File: config.mk
export PLATFORM = sky130hd
export DESIGN_NAME = pipe_stage_reg_flat
export DESIGN_NICKNAME = d
export VERILOG_FILES = /design/src/rtl/pipe_stage_reg_if.sv /design/src/rtl/pipe_stage_reg.sv /design/src/flat_wrapper.sv
export SDC_FILE = /design/constraint.sdc
export NUM_CORES = 1
export LEC_CHECK = 0
export BUFFER_PORTS_ARGS = -buffer_cell sky130_fd_sc_hd__clkbuf_2
export CAP_MARGIN = 10
export CELL_PAD_IN_SITES_DETAIL_PLACEMENT = 0
export CELL_PAD_IN_SITES_GLOBAL_PLACEMENT = 1
export CORE_AREA = 2 2 114 94
export CTS_CLUSTER_DIAMETER = 40
export DETAILED_ROUTE_END_ITERATION = 10
export DIE_AREA = 0 0 116 96
export GPL_TIMING_DRIVEN = 0
export PLACE_DENSITY_LB_ADDON = 0.1
export SETUP_SLACK_MARGIN = 0.15
export SLEW_MARGIN = 20
export SYNTH_ARGS = -nofsm -noshare
export SYNTH_HDL_FRONTEND = slang
export SYNTH_SLANG_ARGS = --single-unit
export TNS_END_PERCENT = 1
File: constraint.sdc
create_clock -name clk -period 3.4 [get_ports clk]
set_input_delay 0.17 -clock clk [delete_from_list [all_inputs] [get_ports clk]]
set_output_delay 0.17 -clock clk [all_outputs]
set_load 0.03 [all_outputs]
File: src/rtl/pipe_stage_reg_if.sv
// Handshake bundle for one pipeline stage: upstream side (in_*) and downstream side (out_*).
//   in_valid/in_ready/in_ctrl/in_data     : beat offered by the previous stage
//   out_valid/out_ready/out_ctrl/out_data : head entry offered to the next stage
// master : environment view (drives in_* and out_ready)
// slave  : stage view (drives in_ready and out_*)
interface pipe_stage_reg_if #(
    parameter int unsigned DATA_W = 32,
    parameter int unsigned CTRL_W = 8
);
    logic              in_valid;
    logic              in_ready;
    logic [CTRL_W-1:0] in_ctrl;
    logic [DATA_W-1:0] in_data;
    logic              out_valid;
    logic              out_ready;
    logic [CTRL_W-1:0] out_ctrl;
    logic [DATA_W-1:0] out_data;

    modport master (
        output in_valid, in_ctrl, in_data, out_ready,
        input  in_ready, out_valid, out_ctrl, out_data
    );

    modport slave (
        input  in_valid, in_ctrl, in_data, out_ready,
        output in_ready, out_valid, out_ctrl, out_data
    );
endinterface

File: src/rtl/pipe_stage_reg.sv
// Inter-stage pipeline register with valid/ready handshake and optional 2-entry skid buffer.
// Data is retained on bubbles; control is zeroed whenever the entry is invalid.
//   clk, reset : clock, synchronous active-high reset
//   flush      : synchronous kill of every held entry (out_data keeps its value)
//   bus        : pipe_stage_reg_if.slave (in_* from upstream, out_* to downstream)
//   occupancy  : number of held entries (0..2)
module pipe_stage_reg #(
    parameter int unsigned DATA_W = 32,
    parameter int unsigned CTRL_W = 8,
    parameter int unsigned SKID   = 1
) (
    input  logic                  clk,
    input  logic                  reset,
    input  logic                  flush,
    pipe_stage_reg_if.slave       bus,
    output logic [1:0]            occupancy
);

    logic              head_valid_q, head_valid_d;
    logic [CTRL_W-1:0] head_ctrl_q,  head_ctrl_d;
    logic [DATA_W-1:0] head_data_q,  head_data_d;
    logic              skid_valid_q, skid_valid_d;
    logic [CTRL_W-1:0] skid_ctrl_q,  skid_ctrl_d;
    logic [DATA_W-1:0] skid_data_q,  skid_data_d;
    logic              in_ready_q,   in_ready_d;
    logic [1:0]        occupancy_q,  occupancy_d;
    logic              in_ready_c;
    logic              xfer_in_c;
    logic              xfer_out_c;

    // Handshake: registered ready with the skid buffer, pass-through ready without it.
    always_comb begin
        in_ready_c = (SKID != 0) ? in_ready_q : (~head_valid_q | bus.out_ready);
        xfer_in_c  = bus.in_valid & in_ready_c;
        xfer_out_c = head_valid_q & bus.out_ready;
    end

    // Next-state for head/skid entries.
    always_comb begin
        head_valid_d = head_valid_q;
        head_ctrl_d  = head_ctrl_q;
        head_data_d  = head_data_q;
        skid_valid_d = skid_valid_q;
        skid_ctrl_d  = skid_ctrl_q;
        skid_data_d  = skid_data_q;

        if (flush) begin
            // Kill everything, including a beat accepted this cycle; payload is left as-is.
            head_valid_d = 1'b0;
            head_ctrl_d  = '0;
            skid_valid_d = 1'b0;
            skid_ctrl_d  = '0;
        end else if (SKID == 0) begin
            if (xfer_in_c) begin
                head_valid_d = 1'b1;
                head_ctrl_d  = bus.in_ctrl;
                head_data_d  = bus.in_data;
            end else if (xfer_out_c) begin
                head_valid_d = 1'b0;
                head_ctrl_d  = '0;
            end
        end else begin
            case ({head_valid_q, skid_valid_q})
                2'b00: begin
                    if (xfer_in_c) begin
                        head_valid_d = 1'b1;
                        head_ctrl_d  = bus.in_ctrl;
                        head_data_d  = bus.in_data;
                    end
                end
                2'b10: begin
                    if (xfer_in_c && xfer_out_c) begin
                        head_ctrl_d = bus.in_ctrl;
                        head_data_d = bus.in_data;
                    end else if (xfer_in_c) begin
                        // Downstream stalled: the younger beat parks in the skid entry.
                        skid_valid_d = 1'b1;
                        skid_ctrl_d  = bus.in_ctrl;
                        skid_data_d  = bus.in_data;
                    end else if (xfer_out_c) begin
                        head_valid_d = 1'b0;
                        head_ctrl_d  = '0;
                    end
                end
                2'b11: begin
                    // in_ready is low here, so only the drain case moves anything.
                    if (xfer_out_c) begin
                        head_ctrl_d  = skid_ctrl_q;
                        head_data_d  = skid_data_q;
                        skid_valid_d = 1'b0;
                        skid_ctrl_d  = '0;
                    end
                end
                default: begin
                    // Skid without head is unreachable; drop it to recover.
                    skid_valid_d = 1'b0;
                    skid_ctrl_d  = '0;
                end
            endcase
        end

        in_ready_d  = ~(head_valid_d & skid_valid_d);
        occupancy_d = 2'(head_valid_d) + 2'(skid_valid_d);
    end

    // State registers.
    always_ff @(posedge clk) begin
        if (reset) begin
            head_valid_q <= 1'b0;
            head_ctrl_q  <= '0;
            head_data_q  <= '0;
            skid_valid_q <= 1'b0;
            skid_ctrl_q  <= '0;
            skid_data_q  <= '0;
            in_ready_q   <= 1'b1;
            occupancy_q  <= 2'd0;
        end else begin
            head_valid_q <= head_valid_d;
            head_ctrl_q  <= head_ctrl_d;
            head_data_q  <= head_data_d;
            skid_valid_q <= skid_valid_d;
            skid_ctrl_q  <= skid_ctrl_d;
            skid_data_q  <= skid_data_d;
            in_ready_q   <= in_ready_d;
            occupancy_q  <= occupancy_d;
        end
    end

    assign bus.in_ready  = in_ready_c;
    assign bus.out_valid = head_valid_q;
    assign bus.out_ctrl  = head_ctrl_q;
    assign bus.out_data  = head_data_q;
    assign occupancy     = occupancy_q;

endmodule
File: src/flat_wrapper.sv
// flat-port wrapper written by rule: the top's interface ports become plain ports
module pipe_stage_reg_flat 
#(
    parameter int unsigned DATA_W = 32,
    parameter int unsigned CTRL_W = 8,
    parameter int unsigned SKID   = 1
)
  (clk, reset, flush, occupancy, bus_in_valid, bus_in_ctrl, bus_in_data, bus_out_ready, bus_in_ready, bus_out_valid, bus_out_ctrl, bus_out_data);
  pipe_stage_reg_if #(.DATA_W(DATA_W), .CTRL_W(CTRL_W)) bus_i ();
  input  logic clk;
  input  logic reset;
  input  logic flush;
  output logic [1:0] occupancy;
  input wire logic [$bits(bus_i.in_valid)-1:0] bus_in_valid;
  input wire logic [$bits(bus_i.in_ctrl)-1:0] bus_in_ctrl;
  input wire logic [$bits(bus_i.in_data)-1:0] bus_in_data;
  input wire logic [$bits(bus_i.out_ready)-1:0] bus_out_ready;
  output wire logic [$bits(bus_i.in_ready)-1:0] bus_in_ready;
  output wire logic [$bits(bus_i.out_valid)-1:0] bus_out_valid;
  output wire logic [$bits(bus_i.out_ctrl)-1:0] bus_out_ctrl;
  output wire logic [$bits(bus_i.out_data)-1:0] bus_out_data;
  assign bus_i.in_valid = bus_in_valid;
  assign bus_i.in_ctrl = bus_in_ctrl;
  assign bus_i.in_data = bus_in_data;
  assign bus_i.out_ready = bus_out_ready;
  assign bus_in_ready = bus_i.in_ready;
  assign bus_out_valid = bus_i.out_valid;
  assign bus_out_ctrl = bus_i.out_ctrl;
  assign bus_out_data = bus_i.out_data;
  pipe_stage_reg #(.DATA_W(DATA_W), .CTRL_W(CTRL_W), .SKID(SKID)) u_core (.clk(clk), .reset(reset), .flush(flush), .bus(bus_i), .occupancy(occupancy));
endmodule
==> impl_results.md <==
* Min-Delay Path Depth at 3
* Die height at 96 um
* Nature of the critical path endpoint: flip-flop
* Critical Path Fanout Max at 10
* Cell row count at 33
* Post-Syn Area at 0.00453 sq mm
* Antenna cell count at 0
* Slew Viols, Final at 0
* Post-route cell area at 0.00542 sq mm
* Layout cells sized above 1 at 32.1%
* Max Fclk at 417 MHz
* Commonest non-fill, non-tap cell in the layout: clkbuf_2
* Syn_nets at 518
* Total Routing Usage GR at 21.4%
* Hold Buf Count CTS at 0
* Synth Area per Inst at 9.62 sq um
* Grt total ovfl at 0
* Setup slack, reg-to-reg at 1.00 ns
* Slew margin rel. at 56.5%
* First-pass GRT wire length at 18700 um
* Worst-Margin Slew at 0.650 ns
* Clock sinks at 85
* VDD IR max at 0.274 mV
* FF+latch count, synth at 85
* Largest net degree at the start of global routing at 14
* Hold Fails Final Rpt at 0
* Via count at 3711
* Die ar. at 0.0111 sq mm
* Via-to-Cell Ratio at 5.20
* Sw power at 0.597 mW
* Sw frac at 25.6%
* Total number of yosys warnings at 0
* CP required at 3.60 ns
* Synth cell types at 30
* Total design power at 2.33 mW
* Postcts setup bufs at 0
* Final Critical Period at 2.40 ns
* Sequential area share after synthesis at 37.6%
* Clk Latency, worst-skew pair at 0.34 ns
* Ys async rst share at 0%
* Seq pwr share at 44.6%
* CTS root buffer: clkbuf_16
* Gate power share at 14.3%
* Final ANT Viol Nets at 0
* Setup slack after layout at 1.00 ns
* Cells after Synth at 471
* Nets at 616
* P_leak at 2.20 nW
* Crit Reg-Reg Endpoint: u_core.occupancy[0]
* Clk network pwr share at 41.1%
* Commonest register cell after synthesis: dfxtp_1
* CP arrival at 2.60 ns
* Internal at 1.74 mW
* Cts bufs inserted at 9
* Initial Utilization at 45.3%
* Clk slew on worst S/H paths at 0.06 ns
* RePlAce Congestion at 0.796
* Post-CTS Resized at 0
* Core region area at 0.00999 sq mm
* Setup CP Type: reg -> reg
* Input/output buffers at 87
* Fillcell total at 968
* Worst R2R Start: u_core.skid_valid_q
* Longest Clk Path Bufs at 2
* Final WL at 11300 um
* Chip width at 116 um
* Final worst-path cycle share at 70.5%
* Post-synth EDFFs at 0
* First DRT Iteration DRCs at 165
* Setup Slack @ Placement at 1.04 ns
* Drt drc at 0
* DRT Pass-1 Iters at 4
* Max_cap viols at 0
* Routed wire length per instance at 15.9 um
* Status: finished clean
* Hold worst-path end: u_core.skid_ctrl_q[2]
* DP HPWL at 8090 um
* CTS tree: done
* Dpl cell area at 0.00514 sq mm
* Setup TNS at 0 ns
* IO Count at 89
* RSZ-0062 raised after global routing: no
* Hold Path Origin: bus_in_ctrl[2]
* Antenna violations before repair at 0
* Hold Path Class: in -> reg
* H-tree depth at 3
* Area Growth Syn to Fin at 19.7%
* PD cells at 430 mW/mm^2
* Most frequent cells in the layout: 87 x clkbuf_2, 85 x dfxtp_1, 65 x nand2b_1, 50 x a21oi_1, 38 x nor2b_1
* Setup Skew at 0.00783 ns
* Finish-stage setup viols at 0
* Worst reg2reg path depth at 7
* CP startpoint kind: flip-flop
* Vias in the first global route at 3685
## sequential cells by signal (all words and copies together) (netlist names)
register	count
u_core.skid_data_q	32
u_core.bus.out_valid	1
u_core.bus.in_ready	1
u_core.skid_valid_q	1
u_core.skid_ctrl_q	8
u_core.occupancy	2
u_core.bus.out_ctrl	8
u_core.bus.out_data	32
## worst max-delay path by stage
stage | start | end | slack [ns]
CTS | u_core.skid_valid_q | u_core.occupancy[0] | 1.02
detailed placement | u_core.skid_valid_q | u_core.occupancy[0] | 1.04
finish | u_core.skid_valid_q | u_core.occupancy[0] | 1.00
floorplan | u_core.bus.out_valid | u_core.bus.out_data[0] | 1.46
global route | u_core.skid_valid_q | u_core.occupancy[0] | 0.70
global placement | u_core.skid_valid_q | u_core.occupancy[0] | 0.98
## through the flow
stage,util (%),cells,hold WS (ns)
after floorplan,-,471,0.248
after global placement,51.4,698,0.429
after detailed placement,51.4,698,0.436
after CTS,54.3,713,0.0784
after global routing,54.3,713,0.0859
final,54.3,713,0.0888
## worst max-delay path: stages, from the launching register on
cell	delay, ns
dfxtp_1	0.30
clkbuf_1	0.24
clkbuf_1	0.44
buf_1	0.45
o21ai_0	0.21
a21oi_1	0.25
ha_1	0.26
nor2b_1	0.13
## cell families (layout without fill, tap and decap cells)
logic type	after synthesis	after routing	share of synthesized area (%)
AND/OR/NAND/NOR	163	163	21.5
AO/OA/AOI/OAI	108	108	17.7
flip-flops	85	85	37.6
multiplexers	64	64	17.5
buffers and inverters	49	151	5.14
adder cells (fa/ha/maj)	2	2	0.552
## power by group through the flow
stage          Sequential, mW  Clock, mW  Combinational, mW
2_1_floorplan            1.11          0              0.180
3_3_place_gp             1.06          0              0.331
3_5_place_dp             1.06          0              0.334
4_1_cts                  1.04      0.983              0.335
5_1_grt                  1.04       1.03              0.361
6_report                 1.04      0.960              0.333
## final cells by class
type / instances / area [sq um] / area share [%]
Clock buffer: 11 / 233 / 4.29
Timing Repair Buffer: 87 / 435 / 8.03
Buffer: 47 / 225 / 4.15
Multi-Input combinational cell: 337 / 2590 / 47.9
Clock inverter: 4 / 50.0 / 0.923
Inverter: 2 / 7.51 / 0.138
Sequential cell: 85 / 1700 / 31.4
Tap cell: 140 / 175 / 3.23
## synth_stat cells (5+ instances only)
master | instances | share of area, %
nand4_1 | 8 | 1.1
clkbuf_1 | 32 | 2.7
o221ai_1 | 8 | 1.5
dfxtp_1 | 85 | 38
mux2_4 | 30 | 9.9
mux2i_1 | 32 | 7.1
nand2b_1 | 65 | 9.0
nor2b_1 | 38 | 5.2
a21boi_0 | 8 | 1.3
nand2_1 | 9 | 0.75
nand3_1 | 32 | 3.5
o221a_2 | 8 | 2.0
a21oi_1 | 50 | 5.5
buf_6 | 5 | 1.2
buf_1 | 7 | 0.58
a21bo_2 | 32 | 7.1
## layer usage
| layer | vias up | global-route usage [%] | routed length [um] |
|---|---|---|---|
| met1 | 1791 | 29.8 | 5750 |
| met3 | 4 | 4.85 | 406 |
| met4 | 0 | 5.36 | 41 |
| met2 | 76 | 33.8 | 5150 |
| li1 | 1840 | - | - |
| met5 | - | 0 | 0 |
Note: power is estimated with default switching activity, not from simulation.
